[config.mk]
export PLATFORM = sky130hd
export DESIGN_NAME = shift_serializer_tx
export DESIGN_NICKNAME = d
export VERILOG_FILES = /design/src/rtl/shift_serializer_tx.sv
export SDC_FILE = /design/constraint.sdc
export NUM_CORES = 1
export LEC_CHECK = 0
export CAP_MARGIN = 10
export CORE_MARGIN = 1
export CORE_UTILIZATION = 50
export CTS_CLUSTER_SIZE = 28
export DETAILED_ROUTE_END_ITERATION = 12
export PLACE_DENSITY = 0.73
export SETUP_SLACK_MARGIN = 0.5
export SLEW_MARGIN = 20
export SYNTH_ARGS = -nofsm -noshare
export SYNTH_HDL_FRONTEND = slang
export SYNTH_SLANG_ARGS = --single-unit
[constraint.sdc]
create_clock -name clk -period 3.2 [get_ports clk]
set_input_delay 0.48 -clock clk [delete_from_list [all_inputs] [get_ports clk]]
set_output_delay 0.48 -clock clk [all_outputs]
set_load 0.02 [all_outputs]
[src/rtl/shift_serializer_tx.sv]
// Parallel-to-serial transmitter feeding a left/right shift-register receiver.
// Emits one bit per sl/sr strobe, ordered so the receiver ends up holding the word.
//
// state | meaning
// IDLE  | load_ready high, waiting for a word
// SHIFT | one strobe cycle, dout carries the current bit
// WAIT  | inter-strobe gap, strobes low, dout held
// DONE  | one-cycle done pulse, then back to IDLE
module shift_serializer_tx #(
   parameter int WIDTH = 8,
   parameter int GAP   = 0
) (
   input  logic             clk,
   input  logic             reset,
   input  logic             load_valid,
   output logic             load_ready,
   input  logic [WIDTH-1:0] load_data,
   input  logic             load_dir,
   output logic             sl,
   output logic             sr,
   output logic             dout,
   output logic             busy,
   output logic             done
);

   localparam int CW = $clog2(WIDTH);
   localparam logic [CW-1:0] LAST     = CW'(WIDTH - 1);
   localparam logic [3:0]    GAP_LOAD = 4'(GAP - 1);

   typedef enum logic [1:0] {IDLE, SHIFT, WAIT, DONE} state_t;

   state_t           state;
   logic [WIDTH-1:0] word;
   logic             dir;
   logic [CW-1:0]    cnt;
   logic [3:0]       gap_cnt;

   // Left mode sends MSB first, right mode LSB first.
   function automatic logic pick(input logic [WIDTH-1:0] w, input logic d,
                                 input logic [CW-1:0] idx);
      return d ? w[idx] : w[LAST - idx];
   endfunction

   assign load_ready = (state == IDLE);

   // Outputs are loaded alongside the state transition so they stay registered
   // yet line up with the state they belong to.
   always_ff @(posedge clk or posedge reset) begin
      if (reset) begin
         state   <= IDLE;
         word    <= '0;
         dir     <= 1'b0;
         cnt     <= '0;
         gap_cnt <= '0;
         sl      <= 1'b0;
         sr      <= 1'b0;
         dout    <= 1'b0;
         busy    <= 1'b0;
         done    <= 1'b0;
      end else begin
         case (state)
            IDLE: begin
               if (load_valid) begin
                  word  <= load_data;
                  dir   <= load_dir;
                  cnt   <= '0;
                  state <= SHIFT;
                  sl    <= !load_dir;
                  sr    <= load_dir;
                  dout  <= pick(load_data, load_dir, '0);
                  busy  <= 1'b1;
               end
            end
            SHIFT: begin
               if (cnt == LAST) begin
                  state <= DONE;
                  sl    <= 1'b0;
                  sr    <= 1'b0;
                  done  <= 1'b1;
               end else if (GAP > 0) begin
                  state   <= WAIT;
                  sl      <= 1'b0;
                  sr      <= 1'b0;
                  gap_cnt <= GAP_LOAD;
                  cnt     <= cnt + CW'(1);
               end else begin
                  cnt  <= cnt + CW'(1);
                  dout <= pick(word, dir, cnt + CW'(1));
               end
            end
            WAIT: begin
               if (gap_cnt == 4'd0) begin
                  state <= SHIFT;
                  sl    <= !dir;
                  sr    <= dir;
                  dout  <= pick(word, dir, cnt);
               end else begin
                  gap_cnt <= gap_cnt - 4'd1;
               end
            end
            DONE: begin
               done  <= 1'b0;
               busy  <= 1'b0;
               state <= IDLE;
            end
            default: state <= IDLE;
         endcase
      end
   end

endmodule

==> metrics.txt, run 1 <==
R2R depth=5; Area growth syn-to-layout=13.4%; PwrDens=910 nW/um^2; grt ovf=0; port buffer count=17; worst-margin pin slew=0.880 ns; Mapped Area=1480 sq um; Final ANT Viol Nets=0; global-route wire length before repair=4810 microns; initial antenna violation count=0; final worst setup slack=0.944 ns; largest family of logic cells by synthesized area=multiplexers; CP required=2.72 ns; share of cells above drive strength 1=17.7%; Total Routed Length=2700 microns; setup bufs post-CTS=0; iteration-0 DRC count of the detailed router=15; Hold EP=sl; WHS Path Cells=1; Vias/cell=6.01; GRT Total Usage=19.4%; sequential share of the synthesized area=38.9%; Post-Synth Simple-Gate Area=11.1%; DR DRC count=0; Synth Area in Adders=6.76%; MaxCap Viol Count=0; hold_buf cts=0; post-DP HPWL=2070 microns; hold crit path type=flip-flop to flip-flop; clock transition at the registers of the reported paths=0.12 ns; Clock Skew=0.00629 ns; post-placement cell count=168; Yosys top cell by area=dfrtp_1; period utilization=70.5%; # IOs=18; post-synthesis cell type count=38; Synth Area in Compound Gates=11.2%; Core Box Area=2780 sq um; r2r setup slk=0.95 ns; vias in the first global route=1048; filler instances=233; total nets after synthesis=143; largest buffer count on any clock path=2; outcome=complete, no violations; CP top delay family=buffers and inverters; CP cell instances=inv_1 -> ha_1 -> clkdlybuf4s50_1; Initial DRT Pass Iterations=4; Yosys reg bits=23; Fin Setup TNS=0 ns; RSZ-0062 raised after global routing=false; mux cell area share after synthesis=26.2%; xor and xnor area share after synthesis=0.592%; Critical Path End Type=primary output; YS warnings=0; Power, Total=1.53 mW; Die H=56.4 microns; Synth Area per Inst=12.0 sq um; Slew headroom=41.2%; Fmax=0.443 GHz; max incr delay on CP=0.63 ns; cells after synthesis=123; Worst setup SP type=flip-flop; top post-synthesis cells by area=dfrtp_1 (39%), mux2_2 (7.6%), mux4_1 (7.1%); P_leak=0.745 nW; R2R Path Start=cnt[0]; final std cells w/o fill=172; fin nets=162; CTS root buffer=clkbuf_4; clk sinks=23; ant diodes=0; routed wire length per instance=15.7 microns; Storage cell area=576 sq um; Die Wd=56.4 microns; Yosys top cell area share=38.9%; worst-path fanout max=6; Placer Congestion=0.759; Fin. Hold Viols=0; number of synthesized flops with an enable pin=0; TritonCTS clock tree=built; Main synth FF type=dfrtp_1; row cnt=19; Synth async-reset ratio=100%; post-route minimum period=2.26 ns; area of the multi-input gates=827 sq um; dpl ws=0.951 ns; WP buf/inv=2; DR vias=1034; Starting Density=53.2%; largest net degree at the start of global routing=24; Num CTS Buffers=3; kind of critical path=flip-flop to primary output; post-cts repair resize count=0; Worst path slowest cell=clkdlybuf4s50_1; fin. max-slew vios=0; FF-to-FF End=dout; Setup Viol. Count Final=0; Clock Latency Late Sink=0.31 ns; Arr. time, crit path=1.78 ns; CTS H-tree lvls=1; Peak VDD IR=607 uV; min-delay src=sl; die area=3180 sq um
[per-stage QoR]
step | utilization (%) | hold WS (ns) | instance area, sq um
after floorplan | - | 0.469 | 1480
after global placement | 59.4 | 0.476 | 1650
after detailed placement | 59.4 | 0.488 | 1650
after CTS | 60.4 | 0.512 | 1680
after global routing | 60.4 | 0.532 | 1680
final | 60.4 | 0.509 | 1680
[final cells by class]
| cell class | count | share of cell area, % |
|---|---|---|
| Clock buffer | 4 | 1.56 |
| Inverter | 11 | 2.46 |
| Tap cell | 31 | 2.31 |
| Sequential cell | 23 | 34.3 |
| Multi-Input combinational cell | 86 | 49.3 |
| Timing Repair Buffer | 17 | 10.1 |
[report_power, final]
part / switching, mW / internal [mW]
clock network: 0.0862 / 0.0487
logic: 0.351 / 0.485
registers: 0.155 / 0.401
[layout by cell type (no fill, tap or decap), types with 2 or more instances in the layout]
cell type | synthesis | final
a22o_1 | 4 | 4
clkdlybuf4s50_1 | 0 | 17
a21oi_1 | 4 | 4
mux4_2 | 2 | 2
dfrtp_1 | 23 | 23
nand2_1 | 8 | 8
ha_1 | 8 | 8
mux2i_1 | 8 | 8
mux2_1 | 4 | 4
or4b_1 | 2 | 2
nor2b_1 | 2 | 2
nand2b_1 | 2 | 2
nand3_1 | 3 | 3
clkbuf_4 | 0 | 3
inv_1 | 10 | 10
nor2_1 | 3 | 3
mux2_2 | 10 | 10
o21ai_0 | 4 | 4
mux4_1 | 4 | 4
[worst register-to-register path, cell delays in order, from the launching register on]
cell      delay, ns
dfrtp_1        0.56
ha_1           0.48
mux4_1         0.57
mux2_2         0.28
o211ai_2       0.16
a211oi_2       0.08
[worst max path at each step]
| stage | startpoint | to | slack, ns | depth (start not counted) |
|---|---|---|---|---|
| 2_1_floorplan | cnt[0] | dout | 1.25 | 5 |
| 3_3_place_gp | cnt[0] | dout | 1.03 | 5 |
| 3_5_place_dp | cnt[0] | dout | 0.95 | 5 |
| 4_1_cts | state[0] | load_ready | 0.92 | 3 |
| 5_1_grt | cnt[0] | dout | 0.82 | 5 |
| 6_report | state[0] | load_ready | 0.94 | 3 |
[state kept, by name (all words and copies together), names as in the netlist]
register / cells
dout: 1
gap_cnt: 4
dir: 1
state: 2
busy: 1
done: 1
sl: 1
sr: 1
word: 8
cnt: 3
[per-layer routing]
layer	GRT usage, %	wire, microns	vias up
met1	26.7	1260	520
met5	0	0	-
met2	31.6	1330	23
met3	5.07	93	2
met4	3.14	16	0
li1	-	-	489
[Yosys cell counts (3+ instances only)]
master and n:
a21oi_1 4, a22o_1 4, dfrtp_1 23, ha_1 8, inv_1 10, mux2_1 4
mux2_2 10, mux2i_1 8, mux4_1 4, nand2_1 8, nand3_1 3, nor2_1 3
o21ai_0 4
[cells by family (layout without fill, tap and decap cells)]
group	after synthesis	count (layout)
buf+inv	14	32
fa+ha+maj	8	8
flops	23	23
simple gates	27	27
mux	28	28
xor+xnor	1	1
compound gates	22	22
(Power assumes the default switching activity.)
==> inputs of run 2 (changes only) <==
==> constraint.sdc (replaced) <==
create_clock -name clk -period 2.4 [get_ports clk]
set_input_delay 0.36 -clock clk [delete_from_list [all_inputs] [get_ports clk]]
set_output_delay 0.36 -clock clk [all_outputs]
set_load 0.02 [all_outputs]
==> run 2 against run 1 <==
Net effect: via count up 1.5%; non-clock buffer count grew 9; die area did not move; clock power rose by 39%; cell count up 5.2%; core utilization is 5.5 points higher; register-to-register slack got worse by 0.43 ns; critical endpoint is now sl.
==> metrics.txt, run 2 (synthesis gave the netlist of run 1 again) <==
# IOs=18; worst hold slack=0.357 ns; routed wire length per instance=16.4 microns; post-DP HPWL=2030 microns; R2R Path Start=gap_cnt[1]; final std cells w/o fill=181; Worst path slowest cell=dfrtp_1; Fmax=0.531 GHz; clock transition at the registers of the reported paths=0.14 ns; most common cell after layout, fill and taps aside=dfrtp_1; Power, Total=2.30 mW; post-placement cell count=170; TritonCTS clock tree=built; period utilization=78.4%; share of cells above drive strength 1=32.7%; ant diodes=0; Starting Density=53.2%; Arr. time, crit path=2.10 ns; fin nets=171; sequential power share=31.1%; P_int=1.41 mW; final worst setup slack=0.518 ns; P_leak=0.793 nW; CTS H-tree lvls=1; largest buffer count on any clock path=2; kind of critical path=flip-flop to flip-flop; largest net degree at the start of global routing=24; final instance area=1830 sq um; Die Wd=56.4 microns; Area growth syn-to-layout=23.8%; max incr delay on CP=0.44 ns; global-route wire length before repair=4880 microns; Critical Path End Type=flip-flop; Slew headroom=73.1%; Psw=889 uW; Clk pwr share=8.1%; RSZ-0062 raised after global routing=true; utilization after layout=65.9%; clk sinks=23; largest registers=word: 8 flops, gap_cnt: 4 flops, cnt: 3 flops; Placer Congestion=0.823; Sw Share=38.7%; hold_buf cts=0; Logic pwr share=60.8%; Vias/cell=5.80; row cnt=19; die area=3180 sq um; CP cell instances=inv_1 -> ha_2 -> nor3b_4 -> o21ai_2 -> a21oi_2 -> and2b_2 -> mux2_1; R2R depth=7; FF-to-FF End=sl; Fin Setup TNS=0 ns; Initial DRT Pass Iterations=4; grt ovf=0; Clock Skew=0.00531 ns; DR vias=1049; iteration-0 DRC count of the detailed router=34; Num CTS Buffers=3; vias in the first global route=1039; CP required=2.62 ns; PwrDens=1250 nW/um^2; Die H=56.4 microns; max FFs per register=8; Core Box Area=2780 sq um; Clock Latency Late Sink=0.31 ns; worst-path fanout max=4; CTS root buffer=clkbuf_4; DR DRC count=0; placed inst area=1680 sq um; MaxCap Viol Count=0; Peak VDD IR=821 uV; post-route minimum period=1.88 ns; r2r setup slk=0.52 ns; hold crit path type=input pin to async pin; outcome=complete, no violations; Fin. Hold Viols=0; port buffer count=17; dpl ws=0.319 ns; largest register by flop count=word; Total Routed Length=2970 microns; Setup Viol. Count Final=0; initial antenna violation count=0; fin. max-slew vios=0; worst-margin pin slew=0.402 ns; Final ANT Viol Nets=0; GRT Total Usage=19.9%; most frequent cells in the layout=dfrtp_1 (21), clkdlybuf4s50_1 (16), mux2_2 (10), inv_1 (9); Worst setup SP type=flip-flop
## run 2: cell types whose count changed in the layout (fill, tap and decap cells not counted), sizes merged
cell           before  now
clkbuf              4    3
dlygate4sd2         0    1
buf                 0    9
clkdlybuf4s50      17   16
clkinv              0    1
## run 2: critical path: cells and delay by family, from the launching register on
| kind | cells | cell delay, ns |
|---|---|---|
| adder cells (fa/ha/maj) | 1 | 0.22 |
| AO/OA/AOI/OAI | 2 | 0.27 |
| AND/OR/NAND/NOR | 2 | 0.45 |
| buffers and inverters | 1 | 0.08 |
| flip-flops | 1 | 0.44 |
| multiplexers | 1 | 0.32 |
## run 2: repair_timing
| item | CTS | global route |
|---|---|---|
| pin swaps | 1 | 2 |
| resized for setup | 5 | 16 |
| setup endpoints to repair | 3 | 3 |
| setup buffers | 3 | 4 |
## run 2: cell type report
class | count | area [sq um]
multi-input combinational | 86 | 902
tap | 31 | 38.8
clock buffer | 3 | 22.5
inverter | 11 | 41.3
timing repair buffer | 26 | 244
fill | 210 | 950
clock inverter | 1 | 5.00
sequential | 23 | 578
## run 2: worst max-delay path by stage
stage	from	end	slack [ns]	cells after the start
2_1_floorplan	cnt[0]	dout	0.51	5
3_3_place_gp	cnt[1]	dout	0.38	5
3_5_place_dp	cnt[1]	dout	0.32	5
4_1_cts	cnt[0]	dout	0.50	5
5_1_grt	gap_cnt[1]	dout	0.44	7
6_report	gap_cnt[1]	sl	0.52	7
## run 2: routing by layer
metal  share of wire [%]  GRT usage (%)  up-vias
met5                   0              0        -
met4                0.57           9.76        0
met3                 2.2           2.53        2
met2                  49           29.9       15
met1                  48           28.5      526
li1                    -              -      506
## run 2: power by group through the flow
stage                     combinational, mW  sequential (mW)  clock (mW)
after floorplan                       0.951            0.702           0
after global placement                 1.14            0.716           0
after detailed placement               1.19            0.719           0
after CTS                              1.26            0.699       0.190
after global routing                   1.52            0.736       0.204
final                                  1.40            0.714       0.187
==> inputs of run 3 (changes only) <==
--- a/config.mk
+++ b/config.mk
@@ -7,10 +7,10 @@
 export LEC_CHECK = 0
 export CAP_MARGIN = 10
 export CORE_MARGIN = 1
-export CORE_UTILIZATION = 50
+export CORE_UTILIZATION = 49
 export CTS_CLUSTER_SIZE = 28
 export DETAILED_ROUTE_END_ITERATION = 12
-export PLACE_DENSITY = 0.73
+export PLACE_DENSITY = 0.74
 export SETUP_SLACK_MARGIN = 0.5
 export SLEW_MARGIN = 20
 export SYNTH_ARGS = -nofsm -noshare
==> constraint.sdc (replaced) <==
create_clock -name clk -period 1.5 [get_ports clk]
set_input_delay 0.225 -clock clk [delete_from_list [all_inputs] [get_ports clk]]
set_output_delay 0.225 -clock clk [all_outputs]
set_load 0.02 [all_outputs]
==> run 3 against run 2 <==
Net effect: the flow now finishes with violations (DRC, setup timing); power rose by 100%; sequential power rose by 55%; clock-buffer cell count did not move; maximum frequency rose by 0.82%; die area rose by 2.0%; core utilization rose by 17 points; worst setup slack got worse by 0.88 ns; register-to-register slack got worse by 0.88 ns; design area rose by 27%; cell count rose by 19%; clock power rose by 67%; critical endpoint is now dout.
==> metrics.txt, run 3 (synthesis gave the netlist of run 1 again) <==
Placer Congestion=0.776; share of cells above drive strength 1=57.8%; Logic pwr share=69.0%; ant diodes=0; Area growth syn-to-layout=56.8%; hold crit path type=input pin to async pin; Clock Latency Late Sink=0.33 ns; global-route wire length before repair=5870 microns; # IOs=18; Peak VDD IR=1130 uV; kind of critical path=flip-flop to flip-flop; iteration-0 DRC count of the detailed router=58; Sw Share=37.9%; GRT Total Usage=24.2%; Clock Skew=0.0104 ns; final std cells w/o fill=216; Die H=57.0 microns; Initial DRT Pass Iterations=8; outcome=finished with violations; fin nets=206; RSZ-0062 raised after global routing=true; P_leak=1.08 nW; violated checks=DRC, setup timing; post-placement cell count=200; largest registers=word: 8 flops, gap_cnt: 4 flops, cnt: 3 flops; vias in the first global route=1252; die area=3240 sq um; Setup Viol. Count Final=10; Vias/cell=5.86; most frequent cells in the layout=buf_4 (30), dfrtp_1 (21), buf_6 (17), mux2_4 (12), clkdlybuf4s50_1 (11); Worst setup SP type=flip-flop; routed wire length per instance=18.9 microns; worst-path fanout max=4; final worst setup slack=-0.366 ns; CP required=1.73 ns; placed inst area=2010 sq um; utilization after layout=82.7%; largest net degree at the start of global routing=24; Slew headroom=77.0%; most common cell after layout, fill and taps aside=buf_4; Core Box Area=2810 sq um; post-DP HPWL=2450 microns; DR DRC count=4; initial antenna violation count=0; Critical Path End Type=flip-flop; period utilization=124%; fin. max-slew vios=0; port buffer count=17; max FFs per register=8; Power, Total=4.60 mW; Die Wd=57.0 microns; post-route minimum period=1.87 ns; final instance area=2320 sq um; largest buffer count on any clock path=2; TritonCTS clock tree=built; Psw=1.75 mW; Fin. Hold Viols=0; Starting Density=52.8%; worst-margin pin slew=0.344 ns; MaxCap Viol Count=0; CTS root buffer=clkbuf_4; DR vias=1266; clk sinks=23; CTS H-tree lvls=1; R2R depth=5; Fmax=0.536 GHz; Final ANT Viol Nets=0; Arr. time, crit path=2.09 ns; largest register by flop count=word; grt ovf=0; Total Routed Length=4080 microns; clock transition at the registers of the reported paths=0.14 ns; P_int=2.85 mW; Clk pwr share=6.8%; Num CTS Buffers=3; row cnt=19; sequential power share=24.2%; PwrDens=1980 nW/um^2
run 3: cell types whose count changed in the layout (fill, tap and decap cells not counted), sizes merged:
cell / before / now
buf: 9 / 49
clkdlybuf4s50: 16 / 11
nand2: 8 / 9
dlygate4sd2: 1 / 0
run 3: worst paths after layout:
check,start,end,slack (ns)
min in group clk,load_data[3],word[3],0.49
hold / removal,reset,word[2],0.22
setup / recovery,cnt[0],dout,-0.37
setup reg to reg,cnt[0],dout,-0.37
hold reg to reg,sr,sr,0.56
max in group asynchronous,reset,state[1],1.01
run 3: area by class of cell:
class	instances	area [sq um]
multi-input cells	87	1070
well taps	31	38.8
clock inverters	1	5.00
repair buffers	60	557
fillers	163	484
flip-flops and latches	23	578
inverters	11	48.8
clock buffers	3	22.5
run 3: power groups by stage:
stage / clock, mW / sequential, mW / combinational [mW]
floorplan: 0 / 1.14 / 1.77
global placement: 0 / 1.08 / 2.55
detailed placement: 0 / 1.10 / 2.63
CTS: 0.314 / 1.09 / 2.83
global route: 0.332 / 1.14 / 3.33
finish: 0.312 / 1.11 / 3.17
run 3: what timing repair did:
item / 4_1_cts / 5_1_grt
setup endpoints to repair: 29 / 29
gates cloned: 1 / 0
resized for setup: 54 / 27
setup buffers: 5 / 6
hold buffers: 0 / 0
pin swaps: 3 / 5
run 3: routing by layer:
layer	share of wire, %	routed length [microns]	global-route usage (%)
met1	43	1760	31.5
met2	52	2120	42.5
met3	3.8	155	2.04
met4	1.2	48	8.36
met5	0	0	0
run 3: worst max-delay path: stages, from the launching register on:
cell and delay (ns):
dfrtp_2 0.46, ha_4 0.30, mux4_2 0.49, mux2_4 0.28, o211ai_2 0.15, a211oi_2 0.08
run 3: stage by stage:
| stage | setup TNS (ns) | hold WS [ns] | worst slack, ns |
|---|---|---|---|
| after floorplan | -0.504 | 0.227 | -0.337 |
| after global placement | -1.13 | 0.470 | -0.328 |
| after detailed placement | -1.34 | 0.491 | -0.347 |
| after CTS | -1.05 | 0.228 | -0.370 |
| after global routing | -1.69 | 0.256 | -0.407 |
| final | -1.32 | 0.221 | -0.366 |
